$ cat src/rtl/dlx_pkg.sv
// Shared definitions for the DLX memory-port arbiter: FSM states, default limits
// and the read data returned when an access is aborted by the watchdog.
package dlx_pkg;

  typedef enum logic [2:0] {
    IDLE  = 3'd0,
    DATA  = 3'd1,
    FETCH = 3'd2,
    DACK  = 3'd3,
    FACK  = 3'd4
  } arbState_e;

  localparam int TIMEOUT_DEFAULT    = 16;
  localparam int FAIR_LIMIT_DEFAULT = 4;

  localparam logic [31:0] ABORT_RDATA = 32'h0000_0000;

  // True while the memory is being asked for something and the watchdog runs.
  function automatic logic isAccessState(input arbState_e s);
    return (s == DATA) || (s == FETCH);
  endfunction

endpackage

$ cat src/rtl/mem_wdog_timer.sv
// Access watchdog: counts cycles while enabled and flags the cycle in which the
// TIMEOUT-th cycle of an access elapses.
module mem_wdog_timer
  import dlx_pkg::*;
#(
  parameter int TIMEOUT = TIMEOUT_DEFAULT
) (
  input  logic clk,
  input  logic reset,
  input  logic clear,
  input  logic enable,
  output logic timeout
);

  localparam int CW = (TIMEOUT < 1) ? 1 : $clog2(TIMEOUT + 1);
  localparam logic [CW-1:0] CNT_MAX  = CW'(TIMEOUT);
  localparam logic [CW-1:0] CNT_LAST = CW'(TIMEOUT - 1);

  logic [CW-1:0] count_q;
  logic [CW-1:0] count_d;

  // Saturating count so a stuck enable cannot wrap into a second timeout.
  always_comb begin
    count_d = count_q;
    if (clear) begin
      count_d = '0;
    end else if (enable && (count_q != CNT_MAX)) begin
      count_d = count_q + CW'(1);
    end
  end

  always_ff @(posedge clk or posedge reset) begin
    if (reset) begin
      count_q <= '0;
    end else begin
      count_q <= count_d;
    end
  end

  assign timeout = enable && !clear && (count_q == CNT_LAST);

endmodule

$ cat src/rtl/mem_port_arbiter.sv
// Shares one single-port memory between instruction fetch and the MEM stage,
// with a fairness limit for fetches and a watchdog that aborts hung accesses.
module mem_port_arbiter
  import dlx_pkg::*;
#(
  parameter int TIMEOUT    = TIMEOUT_DEFAULT,
  parameter int FAIR_LIMIT = FAIR_LIMIT_DEFAULT
) (
  input  logic        clk,
  input  logic        reset,
  input  logic        if_req,
  input  logic [31:0] if_addr,
  output logic [31:0] if_rdata,
  output logic        if_ack,
  input  logic        dm_read,
  input  logic        dm_write,
  input  logic [31:0] dm_addr,
  input  logic [31:0] dm_wdata,
  output logic [31:0] dm_rdata,
  output logic        dm_ack,
  output logic        mem_req,
  output logic        mem_we,
  output logic [31:0] mem_addr,
  output logic [31:0] mem_wdata,
  input  logic [31:0] mem_rdata,
  input  logic        mem_ready,
  output logic        stall_pipe,
  output logic        stall_if,
  output logic        bus_err,
  input  logic        err_clr
);

  localparam int FW = (FAIR_LIMIT < 1) ? 1 : $clog2(FAIR_LIMIT + 1);
  localparam logic [FW-1:0] FAIR_MAX = FW'(FAIR_LIMIT);

  arbState_e   state_q,     state_d;
  logic [FW-1:0] fairCnt_q, fairCnt_d;
  logic        memReq_q,    memReq_d;
  logic        memWe_q,     memWe_d;
  logic [31:0] memAddr_q,   memAddr_d;
  logic [31:0] memWdata_q,  memWdata_d;
  logic [31:0] dmRdata_q,   dmRdata_d;
  logic [31:0] ifRdata_q,   ifRdata_d;
  logic        dmAck_q,     dmAck_d;
  logic        ifAck_q,     ifAck_d;
  logic        busErr_q,    busErr_d;

  logic        busy;
  logic        dataReq;
  logic        wdogTimeout;

  assign busy    = isAccessState(state_q);
  assign dataReq = dm_read | dm_write;

  mem_wdog_timer #(
    .TIMEOUT (TIMEOUT)
  ) u_wdog (
    .clk     (clk),
    .reset   (reset),
    .clear   (!busy),
    .enable  (busy),
    .timeout (wdogTimeout)
  );

  // Grant decision, access bookkeeping and completion capture.
  always_comb begin
    state_d    = state_q;
    fairCnt_d  = fairCnt_q;
    memWe_d    = memWe_q;
    memAddr_d  = memAddr_q;
    memWdata_d = memWdata_q;
    dmRdata_d  = dmRdata_q;
    ifRdata_d  = ifRdata_q;
    busErr_d   = err_clr ? 1'b0 : busErr_q;

    case (state_q)
      IDLE: begin
        if (if_req && (fairCnt_q == FAIR_MAX)) begin
          state_d    = FETCH;
          fairCnt_d  = '0;
          memWe_d    = 1'b0;
          memAddr_d  = if_addr;
          memWdata_d = '0;
        end else if (dataReq) begin
          state_d    = DATA;
          memWe_d    = dm_write;
          memAddr_d  = dm_addr;
          memWdata_d = dm_wdata;
          if (if_req && (fairCnt_q != FAIR_MAX)) begin
            fairCnt_d = fairCnt_q + FW'(1);
          end
        end else if (if_req) begin
          state_d    = FETCH;
          fairCnt_d  = '0;
          memWe_d    = 1'b0;
          memAddr_d  = if_addr;
          memWdata_d = '0;
        end
      end
      DATA: begin
        if (mem_ready) begin
          dmRdata_d = mem_rdata;
          state_d   = DACK;
        end else if (wdogTimeout) begin
          dmRdata_d = ABORT_RDATA;
          busErr_d  = 1'b1;
          state_d   = DACK;
        end
      end
      FETCH: begin
        if (mem_ready) begin
          ifRdata_d = mem_rdata;
          state_d   = FACK;
        end else if (wdogTimeout) begin
          ifRdata_d = ABORT_RDATA;
          busErr_d  = 1'b1;
          state_d   = FACK;
        end
      end
      DACK:    state_d = IDLE;
      FACK:    state_d = IDLE;
      default: state_d = IDLE;
    endcase

    memReq_d = isAccessState(state_d);
    dmAck_d  = (state_d == DACK);
    ifAck_d  = (state_d == FACK);
  end

  always_ff @(posedge clk or posedge reset) begin
    if (reset) begin
      state_q    <= IDLE;
      fairCnt_q  <= '0;
      memReq_q   <= 1'b0;
      memWe_q    <= 1'b0;
      memAddr_q  <= '0;
      memWdata_q <= '0;
      dmRdata_q  <= '0;
      ifRdata_q  <= '0;
      dmAck_q    <= 1'b0;
      ifAck_q    <= 1'b0;
      busErr_q   <= 1'b0;
    end else begin
      state_q    <= state_d;
      fairCnt_q  <= fairCnt_d;
      memReq_q   <= memReq_d;
      memWe_q    <= memWe_d;
      memAddr_q  <= memAddr_d;
      memWdata_q <= memWdata_d;
      dmRdata_q  <= dmRdata_d;
      ifRdata_q  <= ifRdata_d;
      dmAck_q    <= dmAck_d;
      ifAck_q    <= ifAck_d;
      busErr_q   <= busErr_d;
    end
  end

  assign mem_req    = memReq_q;
  assign mem_we     = memWe_q;
  assign mem_addr   = memAddr_q;
  assign mem_wdata  = memWdata_q;
  assign dm_rdata   = dmRdata_q;
  assign if_rdata   = ifRdata_q;
  assign dm_ack     = dmAck_q;
  assign if_ack     = ifAck_q;
  assign bus_err    = busErr_q;

  // The pipeline stalls combinationally so the ack cycle itself releases it.
  assign stall_pipe = dataReq & ~dmAck_q;
  assign stall_if   = stall_pipe | (if_req & ~ifAck_q);

endmodule

$ cat config.mk
export PLATFORM = sky130hd
export DESIGN_NAME = mem_port_arbiter
export DESIGN_NICKNAME = d
export VERILOG_FILES = /design/src/rtl/dlx_pkg.sv /design/src/rtl/mem_wdog_timer.sv /design/src/rtl/mem_port_arbiter.sv
export SDC_FILE = /design/constraint.sdc
export NUM_CORES = 1
export LEC_CHECK = 0
export BUFFER_PORTS_ARGS = -buffer_cell sky130_fd_sc_hd__buf_2
export CORE_MARGIN = 2
export CORE_UTILIZATION = 40
export CTS_CLUSTER_SIZE = 20
export DETAILED_ROUTE_END_ITERATION = 10
export GPL_TIMING_DRIVEN = 0
export PLACE_DENSITY_LB_ADDON = 0.08
export SETUP_SLACK_MARGIN = 0.3
export SYNTH_ARGS = -nofsm -noshare
export SYNTH_HDL_FRONTEND = slang
export SYNTH_SLANG_ARGS = --single-unit
export TNS_END_PERCENT = 50
$ cat constraint.sdc
create_clock -name clk -period 4.5 [get_ports clk]
set_input_delay 0.675 -clock clk [delete_from_list [all_inputs] [get_ports clk]]
set_output_delay 0.675 -clock clk [all_outputs]
set_load 0.05 [all_outputs]
Yosys cells after proc, flatten, opt, wreduce, memory -nomap -nowiden:

Cells that the tools add are included.

* register bits: 144
* input bits: 135
* output and inout bits: 135
* logic and storage cells: 75

* $add $sub $neg: 2
* eq/ne operators: 12
* multiplexer cells: 29
* bitwise logic cells: 6
* reductions and logical operators: 14

Operator list (number)
* $mux 32: 8
* $mux 3: 11
* $mux 5: 2
* $eq 3x2->1 const B: 3
* $pmux 3 s3: 1
* $mux 1: 7
* $eq 3x1->1 const B: 2
* $eq 3x3->1 const B: 2
* $reduce_and 2->1: 3
* $add 5x1->5 const B: 1
* $eq 5x4->1 const B: 1
* $ne 5x5->1 const B: 1
* $logic_and 1x1->1: 4
* $add 3x1->3 const B: 1
* $logic_not 3->1: 1
* $ne 3x1->1 const B: 1
* $ne 3x3->1 const B: 1
* $reduce_and 3->1: 1
* $reduce_bool 3->1: 1
* $and 1x1->1: 2
* $logic_or 1x1->1: 2
* $ne 2x2->1 const B: 1
* $not 1->1: 2
* $or 1x1->1: 2
* 2 further kinds: 2

Depth between registers and ports, before layout:

* depth in word-level cells: 8
* depth in mapped cells: 8
* depth with buffers taken out: 6

By module:

Synthesis repeated with hierarchy kept, for this count alone.

* cells, all modules: 492
* area, all modules: 6165.9 um^2

Modules (own cells, without submodules)
* mem_port_arbiter: times used 1, cells an instance 460, area each 5838.1 um^2, seq. area each 3478.3 um^2
* mem_wdog_timer: times used 1, cells an instance 32, area each 327.8 um^2, seq. area each 125.1 um^2

Least setup slack after synthesis:

Ideal clock, no wire load.

* path type: input to output
* from: input dm_write
* to: output stall_if
* arrival: 1.858 ns
* data required time: 3.825 ns
* slack: 1.967 ns
* stages: 4
* path buffers: 2
* cell sequence: nor2_2 > clkbuf_1 > clkbuf_1 > o22ai_1

* word-level cells in the longest chain between the ends: 3

Ends and longest elaborated chain
* start, declared: RTL line mem_port_arbiter.sv:16 `input logic dm_write,`
* $or 1x1->1: RTL line mem_port_arbiter.sv:53 `assign dataReq = dm_read | dm_write;`
* $and 1x1->1: RTL line mem_port_arbiter.sv:169 `assign stall_pipe = dataReq & ~dmAck_q;`
* $or 1x1->1: RTL line mem_port_arbiter.sv:170 `assign stall_if = stall_pipe | (if_req & ~ifAck_q);`
* end, declared: RTL line mem_port_arbiter.sv:28 `output logic stall_if,`

Every way passes these cells.

Worst setup path after layout:

Ends and elaborated chain as after synthesis.

==> key figures <==
Status
  • Status: complete, no violations

Placement
  • Port Buf Inserts: 269
  • Placed cells: 943
  • Dpl hpwl: 12100 um
  • Pre-CTS setup slack: 1610 ps
  • Placed inst area: 0.00758 mm^2
  • Gpl congestion: 0.838

Finish
  • Fin cells: 974
  • Final net count: 918
  • Area grow syn2layout: 37.0%
  • Number of inserted diodes: 0
  • Layout cells sized above 1: 42.2%
  • Post-layout util: 56.0%
  • Post-route cell area: 0.00814 mm^2

Synth
  • Top_reg_cell synth: dfrtp_1
  • #FFs+latches synth: 144
  • Syn avg cell area: 12.2 um^2
  • Syn nets: 627
  • Post-synth EDFFs: 0
  • Unique masters post-synth: 40
  • Post-synthesis sequential area ratio: 60.7%
  • Cells after synthesis: 487
  • Synth warnings: 0
  • Async SR Flop Fraction: 100%
  • Synth Cell Area: 0.00594 mm^2

Route
  • Vias/cell: 5.34
  • DRC: 0
  • DR pass1 iterations: 4
  • Initial drt markers: 264
  • DRT Wirelength: 16800 um
  • Via count: 5199
  • Post-route antenna net violation count: 0
  • WL/cell: 17.3 um

CTS
  • Sink Count: 144
  • Post-CTS resize count: 0
  • Root buf cell: clkbuf_16
  • Post-CTS Hold Fix Bufs: 0
  • CTS Buf Count: 17
  • Clk buf depth: 2
  • Setup Fix Bufs, Post-CTS: 0
  • TritonCTS clock tree: done
  • CTS H-tree lvls: 4
  • Worst skew pair latency: 420 ps
  • Reg clk slew, reported paths: 60 ps

Worst setup path
  • Required time of the critical path: 3830 ps
  • Crit-path max cell delay: 370 ps
  • CP max stage cell: clkbuf_1
  • Arr. time, crit path: 2200 ps
  • R2R cell count: 7
  • Crit start category: input port
  • Critical path class: in -> out
  • Critical path cell sequence: buf_2, nor2_2, clkbuf_1, clkbuf_1, o22ai_1, buf_2
  • Worst Path Max Fanout: 10
  • Worst setup EP type: output port

STA
  • Worst-Margin Slew: 793 ps
  • Fmax: 0.348 GHz
  • Final worst slack: 1620 ps
  • Final hold viol count: 0
  • Fin crit share: 63.9%
  • Normalized max-slew margin: 46.4%
  • Pins Over Slew Limit: 0
  • Post-route setup TNS: 0 ps
  • Final setup viols: 0
  • Clk_skew: 9.48 ps
  • Unrepaired setup endpoints after global routing: false
  • Min Tclk post-route: 2880 ps

Global routing
  • First-pass GRT wire length: 27200 um
  • Antenna violations before repair: 0
  • GRT Util Overall: 21.4%
  • Vias in the first global route: 5316
  • Pin count of the biggest net entering global routing: 44
  • GR Overflow Total: 0

Min path
  • Worst min path class: in -> async

Floorplanning
  • Die Span Y: 126 um
  • Die W: 126 um
  • Initial Utilization: 40.8%
  • Ports: 270
  • Area of the core: 0.0145 mm^2
  • Row cnt: 44
  • Die ar.: 0.0158 mm^2

Pwr
  • PwrDens: 932 mW/mm^2
  • Worst VDD drop: 0.435 mV
  • Static Leak: 4.15 nW

Run
  • Max cap viols: 0
## cells by family (layout without fill, tap and decap cells)
| family | Yosys count | count (layout) | synth area share (%) |
|---|---|---|---|
| adders and majority gates | 5 | 5 | 1.05 |
| and+or+nand+nor | 65 | 65 | 7.65 |
| muxes | 2 | 2 | 0.358 |
| AOI/OAI and AO/OA | 206 | 206 | 24.5 |
| xor gates and xnor gates | 3 | 3 | 0.443 |
| buffers and inverters | 62 | 365 | 5.29 |
| DFF | 144 | 144 | 60.7 |
## area by class of cell
class,count,area [um^2]
Fill cell,1316,6400
Sequential cell,144,3600
Multi-Input combinational cell,281,2020
Timing Repair Buffer,272,1410
Clock buffer,23,478
Buffer,47,258
Tap cell,184,230
Clock inverter,8,81.3
Inverter,15,60.1
## cell usage after synthesis, types with 2 or more instances
| cell | instances | area, um^2 |
|---|---|---|
| nand2b_1 | 2 | 12.5 |
| o21ai_0 | 33 | 165 |
| nor2_1 | 8 | 30.0 |
| ha_1 | 5 | 62.6 |
| a22o_1 | 96 | 841 |
| nand3b_1 | 33 | 248 |
| nand3_1 | 3 | 15.0 |
| and3_1 | 3 | 18.8 |
| a21oi_1 | 34 | 170 |
| clkbuf_1 | 23 | 86.3 |
| buf_2 | 14 | 70.1 |
| buf_6 | 7 | 78.8 |
| xnor2_1 | 2 | 17.5 |
| a31oi_1 | 32 | 200 |
| nand2_1 | 4 | 15.0 |
| or3_1 | 2 | 12.5 |
| buf_4 | 3 | 22.5 |
| inv_1 | 15 | 56.3 |
| nor3b_2 | 2 | 25.0 |
| o21ai_1 | 3 | 15.0 |
| dfrtp_1 | 144 | 3600 |
## flip-flops by register name, indices dropped and copies added (netlist names)
signal and flops:
dm_ack 1, mem_addr 32, fairCnt_q 3, if_ack 1, mem_req 1, state_q 3, mem_we 1, u_wdog.count_q 5
dm_rdata 32, if_rdata 32, bus_err 1, mem_wdata 32
## stage by stage
stage / hold slack (ps) / total power [mW]
after floorplan: 471 / 5.27
after global placement: 477 / 6.22
after detailed placement: 477 / 6.29
after CTS: 341 / 7.65
after global routing: 374 / 7.98
final: 334 / 7.59
## routing by layer
layer  GRT usage (%)  part of all wire (%)  vias up
met5               0                     0        -
met4            8.27                   2.1        0
met3            5.18                   6.4       26
met2            33.7                    47      203
met1            28.8                    45     2558
li1                -                     -     2412
## worst max-delay path, delay by kind of cell
family,cells,cell delay [ps]
AOI/OAI and AO/OA,1,140
buffers and inverters,4,1070
and+or+nand+nor,1,310
## power breakdown
| group | internal (mW) | switching, mW | leakage, nW | total (mW) |
|---|---|---|---|---|
| sequential | 1.89 | 0.327 | 1.77 | 2.21 |
| combinational | 1.10 | 2.94 | 2.11 | 4.04 |
| clock | 0.802 | 0.528 | 0.270 | 1.33 |
## placed cells by master, fill, tap and decap left out, types with 4 or more instances in the layout
cell type	instances
a21oi_1	34
a22o_1	96
a31oi_1	32
buf_2	283
buf_6	7
clkbuf_1	26
clkbuf_16	17
dfrtp_1	144
ha_1	5
inv_1	14
nand2_1	4
nand3b_1	33
nor2_1	8
o21ai_0	33
## final timing paths
check / startpoint / slack (ps) / end
setup / recovery: dm_write / 1620 / stall_if
hold / removal: reset / 330 / mem_wdata[13]
setup reg to reg: u_wdog.count_q[1] / 2260 / dm_rdata[3]
hold reg to reg: if_rdata[12] / 490 / if_rdata[12]
max in group asynchronous: reset / 3290 / if_rdata[7]
min in group clk: err_clr / 450 / bus_err
(Power assumes the default switching activity.)
